==> config.mk <==
export PLATFORM = sky130hd
export DESIGN_NAME = uart_tx_arbiter_flat
export DESIGN_NICKNAME = d
export VERILOG_FILES = /design/src/rtl/uart_tx_arbiter_if.sv /design/src/rtl/uart_tx_arbiter.sv /design/src/flat_wrapper.sv
export SDC_FILE = /design/constraint.sdc
export NUM_CORES = 1
export LEC_CHECK = 0
export ABC_CLOCK_PERIOD_IN_PS = 2050
export BUFFER_PORTS_ARGS = -buffer_cell sky130_fd_sc_hd__buf_2
export CORE_UTILIZATION = 47
export CTS_CLUSTER_SIZE = 8
export DETAILED_ROUTE_END_ITERATION = 12
export HOLD_SLACK_MARGIN = 0.02
export PLACE_DENSITY = 0.79
export SLEW_MARGIN = 20
export SYNTH_ARGS = -nofsm -noshare
export SYNTH_HDL_FRONTEND = slang
export SYNTH_SLANG_ARGS = --single-unit
==> constraint.sdc <==
create_clock -name clk -period 2.05 [get_ports clk]
set_input_delay 0 -clock clk [delete_from_list [all_inputs] [get_ports clk]]
set_output_delay 0 -clock clk [all_outputs]
set_load 0.02 [all_outputs]
==> src/rtl/uart_tx_arbiter_if.sv <==
// uart_tx_arbiter_if: requester and UART TX signal bundle for uart_tx_arbiter
//   req/req_data : level requests and flattened bytes, requester i at [i*DATA_WIDTH +: DATA_WIDTH]
//   gnt/grant_id : one-cycle one-hot capture pulse and index of last winner
//   tx_data/tx_data_valid/tx_busy : UART TX data path and handshake
//   active/tx_timeout : arbiter busy flag and start-timeout pulse
//   slave modport is the arbiter side; master is the requesters plus UART side
interface uart_tx_arbiter_if #(
  parameter int DATA_WIDTH = 8,
  parameter int NUM_REQ    = 4
);
  localparam int ID_W = $clog2(NUM_REQ);
  logic [NUM_REQ-1:0]            req;
  logic [NUM_REQ*DATA_WIDTH-1:0] req_data;
  logic [NUM_REQ-1:0]            gnt;
  logic [ID_W-1:0]               grant_id;
  logic [DATA_WIDTH-1:0]         tx_data;
  logic                          tx_data_valid;
  logic                          tx_busy;
  logic                          active;
  logic                          tx_timeout;
  modport master (
    output req, req_data, tx_busy,
    input  gnt, grant_id, tx_data, tx_data_valid, active, tx_timeout
  );
  modport slave (
    input  req, req_data, tx_busy,
    output gnt, grant_id, tx_data, tx_data_valid, active, tx_timeout
  );
endinterface

==> src/rtl/uart_tx_arbiter.sv <==
// uart_tx_arbiter: round-robin arbiter sharing one UART transmitter among NUM_REQ byte requesters
//   clk   : TX clock
//   rst_n : asynchronous active-low reset
//   bus   : uart_tx_arbiter_if.slave (requests, grants, UART TX data/valid/busy, active, tx_timeout)
//   Optional macro UART_ARB_TIMEOUT_EN: abort WAIT_START after TIMEOUT_CYCLES without tx_busy,
//   pulsing tx_timeout; without it tx_timeout is tied 0 and WAIT_START waits indefinitely.
module uart_tx_arbiter #(
  parameter int DATA_WIDTH     = 8,
  parameter int NUM_REQ        = 4,
  parameter int TIMEOUT_CYCLES = 64
) (
  input logic          clk,
  input logic          rst_n,
  uart_tx_arbiter_if.slave bus
);
  localparam int ID_W = $clog2(NUM_REQ);
  typedef enum logic [1:0] {IDLE, ISSUE, WAIT_START, WAIT_DONE} state_t;
  state_t                state;
  logic [ID_W-1:0]       last;
  logic [ID_W-1:0]       win;
  logic [ID_W-1:0]       idx;
  logic [NUM_REQ-1:0]    gnt;
  logic [ID_W-1:0]       grant_id;
  logic [DATA_WIDTH-1:0] tx_data;
  logic                  tx_data_valid;
  logic                  active;
`ifdef UART_ARB_TIMEOUT_EN
  localparam int CNT_W = $clog2(TIMEOUT_CYCLES + 1);
  logic [CNT_W-1:0]      cnt;
  logic                  tx_timeout;
`endif
  // Scan from the farthest candidate to the nearest so the requester closest after last wins.
  always_comb begin
    win = last;
    idx = '0;
    for (int k = NUM_REQ; k >= 1; k--) begin
      idx = ID_W'((int'(last) + k) % NUM_REQ);
      win = bus.req[idx] ? idx : win;
    end
  end
  always_ff @(posedge clk or negedge rst_n) begin
    if (!rst_n) begin
      state         <= IDLE;
      last          <= ID_W'(NUM_REQ - 1);
      gnt           <= '0;
      grant_id      <= '0;
      tx_data       <= '0;
      tx_data_valid <= 1'b0;
      active        <= 1'b0;
`ifdef UART_ARB_TIMEOUT_EN
      cnt           <= '0;
      tx_timeout    <= 1'b0;
`endif
    end else begin
      gnt           <= '0;
      tx_data_valid <= 1'b0;
`ifdef UART_ARB_TIMEOUT_EN
      tx_timeout    <= 1'b0;
`endif
      case (state)
        IDLE: if (|bus.req && !bus.tx_busy) begin
          tx_data  <= bus.req_data[win*DATA_WIDTH +: DATA_WIDTH];
          gnt      <= NUM_REQ'(1) << win;
          grant_id <= win;
          last     <= win;
          active   <= 1'b1;
          state    <= ISSUE;
        end
        ISSUE: begin
          tx_data_valid <= 1'b1;
          state         <= WAIT_START;
`ifdef UART_ARB_TIMEOUT_EN
          cnt           <= '0;
`endif
        end
        WAIT_START: begin
`ifdef UART_ARB_TIMEOUT_EN
          cnt <= cnt + 1'b1;
          if (bus.tx_busy) state <= WAIT_DONE;
          else if (cnt == CNT_W'(TIMEOUT_CYCLES - 1)) begin
            tx_timeout <= 1'b1;
            active     <= 1'b0;
            state      <= IDLE;
          end
`else
          if (bus.tx_busy) state <= WAIT_DONE;
`endif
        end
        WAIT_DONE: if (!bus.tx_busy) begin
          active <= 1'b0;
          state  <= IDLE;
        end
        default: state <= IDLE;
      endcase
    end
  end
  assign bus.gnt           = gnt;
  assign bus.grant_id      = grant_id;
  assign bus.tx_data       = tx_data;
  assign bus.tx_data_valid = tx_data_valid;
  assign bus.active        = active;
`ifdef UART_ARB_TIMEOUT_EN
  assign bus.tx_timeout    = tx_timeout;
`else
  assign bus.tx_timeout    = 1'b0;
`endif
endmodule

==> src/flat_wrapper.sv <==
// flat-port wrapper written by rule: the top's interface ports become plain ports
module uart_tx_arbiter_flat 
#(
  parameter int DATA_WIDTH     = 8,
  parameter int NUM_REQ        = 4,
  parameter int TIMEOUT_CYCLES = 64
)
  (clk, rst_n, bus_req, bus_req_data, bus_tx_busy, bus_gnt, bus_grant_id, bus_tx_data, bus_tx_data_valid, bus_active, bus_tx_timeout);
  uart_tx_arbiter_if #(.DATA_WIDTH(DATA_WIDTH), .NUM_REQ(NUM_REQ)) bus_i ();
  input logic clk;
  input logic rst_n;
  input wire logic [$bits(bus_i.req)-1:0] bus_req;
  input wire logic [$bits(bus_i.req_data)-1:0] bus_req_data;
  input wire logic [$bits(bus_i.tx_busy)-1:0] bus_tx_busy;
  output wire logic [$bits(bus_i.gnt)-1:0] bus_gnt;
  output wire logic [$bits(bus_i.grant_id)-1:0] bus_grant_id;
  output wire logic [$bits(bus_i.tx_data)-1:0] bus_tx_data;
  output wire logic [$bits(bus_i.tx_data_valid)-1:0] bus_tx_data_valid;
  output wire logic [$bits(bus_i.active)-1:0] bus_active;
  output wire logic [$bits(bus_i.tx_timeout)-1:0] bus_tx_timeout;
  assign bus_i.req = bus_req;
  assign bus_i.req_data = bus_req_data;
  assign bus_i.tx_busy = bus_tx_busy;
  assign bus_gnt = bus_i.gnt;
  assign bus_grant_id = bus_i.grant_id;
  assign bus_tx_data = bus_i.tx_data;
  assign bus_tx_data_valid = bus_i.tx_data_valid;
  assign bus_active = bus_i.active;
  assign bus_tx_timeout = bus_i.tx_timeout;
  uart_tx_arbiter #(.DATA_WIDTH(DATA_WIDTH), .NUM_REQ(NUM_REQ), .TIMEOUT_CYCLES(TIMEOUT_CYCLES)) u_core (.clk(clk), .rst_n(rst_n), .bus(bus_i));
endmodule
==> results.sh <==
export IMPL_status="complete, no violations"
export IMPL_gp_congestion=0.785
export IMPL_grt_pass1_vias=1254
export IMPL_cts_root_buf="clkbuf_4"
export IMPL_drive_gt1_share_pct=45.3
export IMPL_hold_depth=4
export IMPL_fin_area_um2=1820
export IMPL_cp_slowest_stage_delay_ps=420
export IMPL_diodes=0
export IMPL_ys_flop_type="dfrtp_1"
export IMPL_peakVddDrop_uv=792
export IMPL_setup_tns_ps=0
export IMPL_drv_slew=0
export IMPL_nNetsFinal=246
export IMPL_cp_slowest_cell="o31a_1"
export IMPL_drc=0
export IMPL_antenna_found_initial=0
export IMPL_min_delay_start="bus_req_data[4]"
export IMPL_whs_endpoint="u_core.bus.tx_data[4]$_DFFE_PN0P_"
export IMPL_finalPower_mw=2.17
export IMPL_die_x_um=55.1
export IMPL_synth_seq_area_share_pct=38.0
export IMPL_rr_worst_depth=5
export IMPL_wl_per_cell_um=15.3
export IMPL_power_per_cell_area_nw_per_um2=1190
export IMPL_synth_edf_count=0
export IMPL_rows=18
export IMPL_syn_num_nets=174
export IMPL_worstPathRequired_ps=2280
export IMPL_yosysWarningCount=0
export IMPL_fmax_ghz=0.531
export IMPL_cp_max_fo=12
export IMPL_rr_startpoint="u_core.last[0]$_DFFE_PN1P_"
export IMPL_syn_area_um2=1320
export IMPL_crit_chain="or2b_1, nor2_2, o31a_1, a21bo_2, o211ai_2"
export IMPL_grt_overflow_total=0
export IMPL_synth_cell_types=38
export IMPL_fin_cells=231
export IMPL_min_path_type="input port to register"
export IMPL_hold_viol_final=0
export IMPL_tritoncts="yes"
export IMPL_placed_area_um2=1610
export IMPL_initial_core_util_pct=51.6
export IMPL_drt_iter0_drc=18
export IMPL_period_share_pct=91.8
export IMPL_critPathLaunchType="register"
export IMPL_grt_first_pass_wirelength_mm=5.32
export IMPL_synth_cells=130
export IMPL_clk_insertion_delay_late_ps=310
export IMPL_viasPerCell=5.53
export IMPL_dieHeight_um=55.1
export IMPL_finalSetupViolations=0
export IMPL_wirelength_mm=3.53
export IMPL_path_class="register to register"
export IMPL_io_buffers=54
export IMPL_rsz0062_at_grt="false"
export IMPL_area_delta_synth_final_pct=37.6
export IMPL_r2r_end="u_core.bus.tx_data[6]$_DFFE_PN0P_"
export IMPL_synth_async_reset_ratio_pct=100
export IMPL_rrSetupSlack_ps=170
export IMPL_ios=56
export IMPL_cp_arrival_ps=2110
export IMPL_die_area_um2=3030
export IMPL_ys_ff_latch=20
export IMPL_hpwl_mm=2.45
export IMPL_crit_path_end_kind="register"
export IMPL_clkTransAtPathRegs_ps=130
export IMPL_skew_ps=8.36
export IMPL_core_um2=2570
export IMPL_track_usage_pct=25.0
export IMPL_fin_crit_ps=1880
export IMPL_p_leak_nw=0.924
export IMPL_drv_cap=0
export IMPL_post_cts_buffers=0
export IMPL_dpl_cell_count=210
export IMPL_clock_sinks=20
export IMPL_vias=1278
export IMPL_antenna_left=0
export IMPL_grt_max_degree=21
export IMPL_fillers=202
export IMPL_dr_pass1_iters=4
export IMPL_avgSynthCellArea_um2=10.2
export IMPL_numCtsBuffers=3
export IMPL_clock_path_buffers=2
export IMPL_htreeDepth=1
Yosys cell counts, types with 2 or more instances:
cell type | n | share of area, %
mux2i_1 | 8 | 6.0
dfrtp_1 | 18 | 34
nand4_1 | 8 | 3.8
inv_1 | 3 | 0.85
or2_2 | 2 | 0.95
ha_1 | 5 | 4.7
o31ai_1 | 8 | 4.5
o211ai_2 | 8 | 7.6
buf_4 | 2 | 1.1
and2_1 | 2 | 0.95
nand2_1 | 11 | 3.1
nand3_1 | 2 | 0.76
dfstp_2 | 2 | 4.0
a21bo_2 | 8 | 6.0
a21oi_1 | 6 | 2.3
nor2_1 | 11 | 3.1
buf_6 | 3 | 2.6
nand2b_1 | 3 | 1.4
cells by family after synthesis:
family                   count (synthesis)  synth area share, %
adder cells (fa/ha/maj)                  5                 4.73
AO/OA/AOI/OAI                           37                 24.6
other                                    1                0.283
flip-flops                              20                 38.0
buffers and inverters                   11                 5.48
multiplexers                             9                 6.90
AND/OR/NAND/NOR                         47                 20.0
report_power, final:
group / internal [mW] / total [mW] / switching (mW)
clock network: 0.108 / 0.241 / 0.132
registers: 0.573 / 0.689 / 0.117
logic: 0.537 / 1.24 / 0.701
total: 1.22 / 2.17 / 0.950
through the flow:
stage	util, %	worst slack, ps	hold WS, ps
global placement	62.8	53.2	-27.8
floorplan	-	294	-296
finish	71.0	168	72.1
global route	71.0	2.07	80.5
detailed placement	62.8	25.6	-18.6
CTS	71.0	182	56.8
timing repair:
item                                   CTS  global route
endpoints found under the hold margin   28             0
gates resized for setup                  1             0
hold buffers                            17             0
setup endpoints to repair                8             0
layer usage:
metal	global-route usage (%)	share of wire (%)	up-vias	wire, um
met5	0	0	-	0
li1	-	-	617	-
met1	32.9	42	596	1490
met2	42.2	50	63	1760
met4	7.92	0.43	0	15
met3	3.28	7.3	2	258
worst max-delay path by stage:
| stage | startpoint | endpoint | slack (ps) | cells past startpoint |
|---|---|---|---|---|
| after CTS | u_core.last[1]$_DFFE_PN1P_ | u_core.bus.tx_data[5]$_DFFE_PN0P_ | 180 | 6 |
| final | u_core.last[0]$_DFFE_PN1P_ | u_core.bus.tx_data[6]$_DFFE_PN0P_ | 170 | 5 |
| after detailed placement | u_core.last[0]$_DFFE_PN1P_ | u_core.bus.tx_data[2]$_DFFE_PN0P_ | 30 | 5 |
| after global routing | u_core.last[0]$_DFFE_PN1P_ | u_core.bus.tx_data[1]$_DFFE_PN0P_ | 2 | 5 |
| after floorplan | u_core.last[1]$_DFFE_PN1P_ | u_core.bus.tx_data[0]$_DFFE_PN0P_ | 290 | 7 |
| after global placement | u_core.last[0]$_DFFE_PN1P_ | u_core.bus.tx_data[4]$_DFFE_PN0P_ | 50 | 5 |
sequential cells by signal (all words and copies together) (netlist names):
name and flops:
u_core.bus.tx_data_valid 1, u_core.last 2, u_core.bus.grant_id 2, u_core.bus.active 1, u_core.state 2, u_core.bus.tx_data 8
u_core.bus.gnt 4
cell usage in the layout (no fill, tap or decap), types with 8 or more instances in the layout:
cell type / n
nand2_1: 11
a21bo_2: 8
o31ai_1: 8
nor2_1: 10
dfrtp_1: 18
nand4_1: 8
buf_2: 54
mux2i_1: 8
o211ai_2: 8
dlygate4sd3_1: 17
critical path, delay by kind of cell, from the launching register on:
kind / cells / cell delay (ps)
flops: 1 / 410
compound gates: 3 / 770
simple gates: 2 / 640
layout make-up:
cell class                 instances  area [um^2]  area share (%)
multi-input combinational         99          751            41.2
sequential                        20          503            27.6
inverter                           3         11.3           0.618
timing repair buffer              75          483            26.5
clock buffer                       4         36.3            1.99
tap                               30         37.5            2.06
Note: power is estimated with default switching activity, not from simulation.
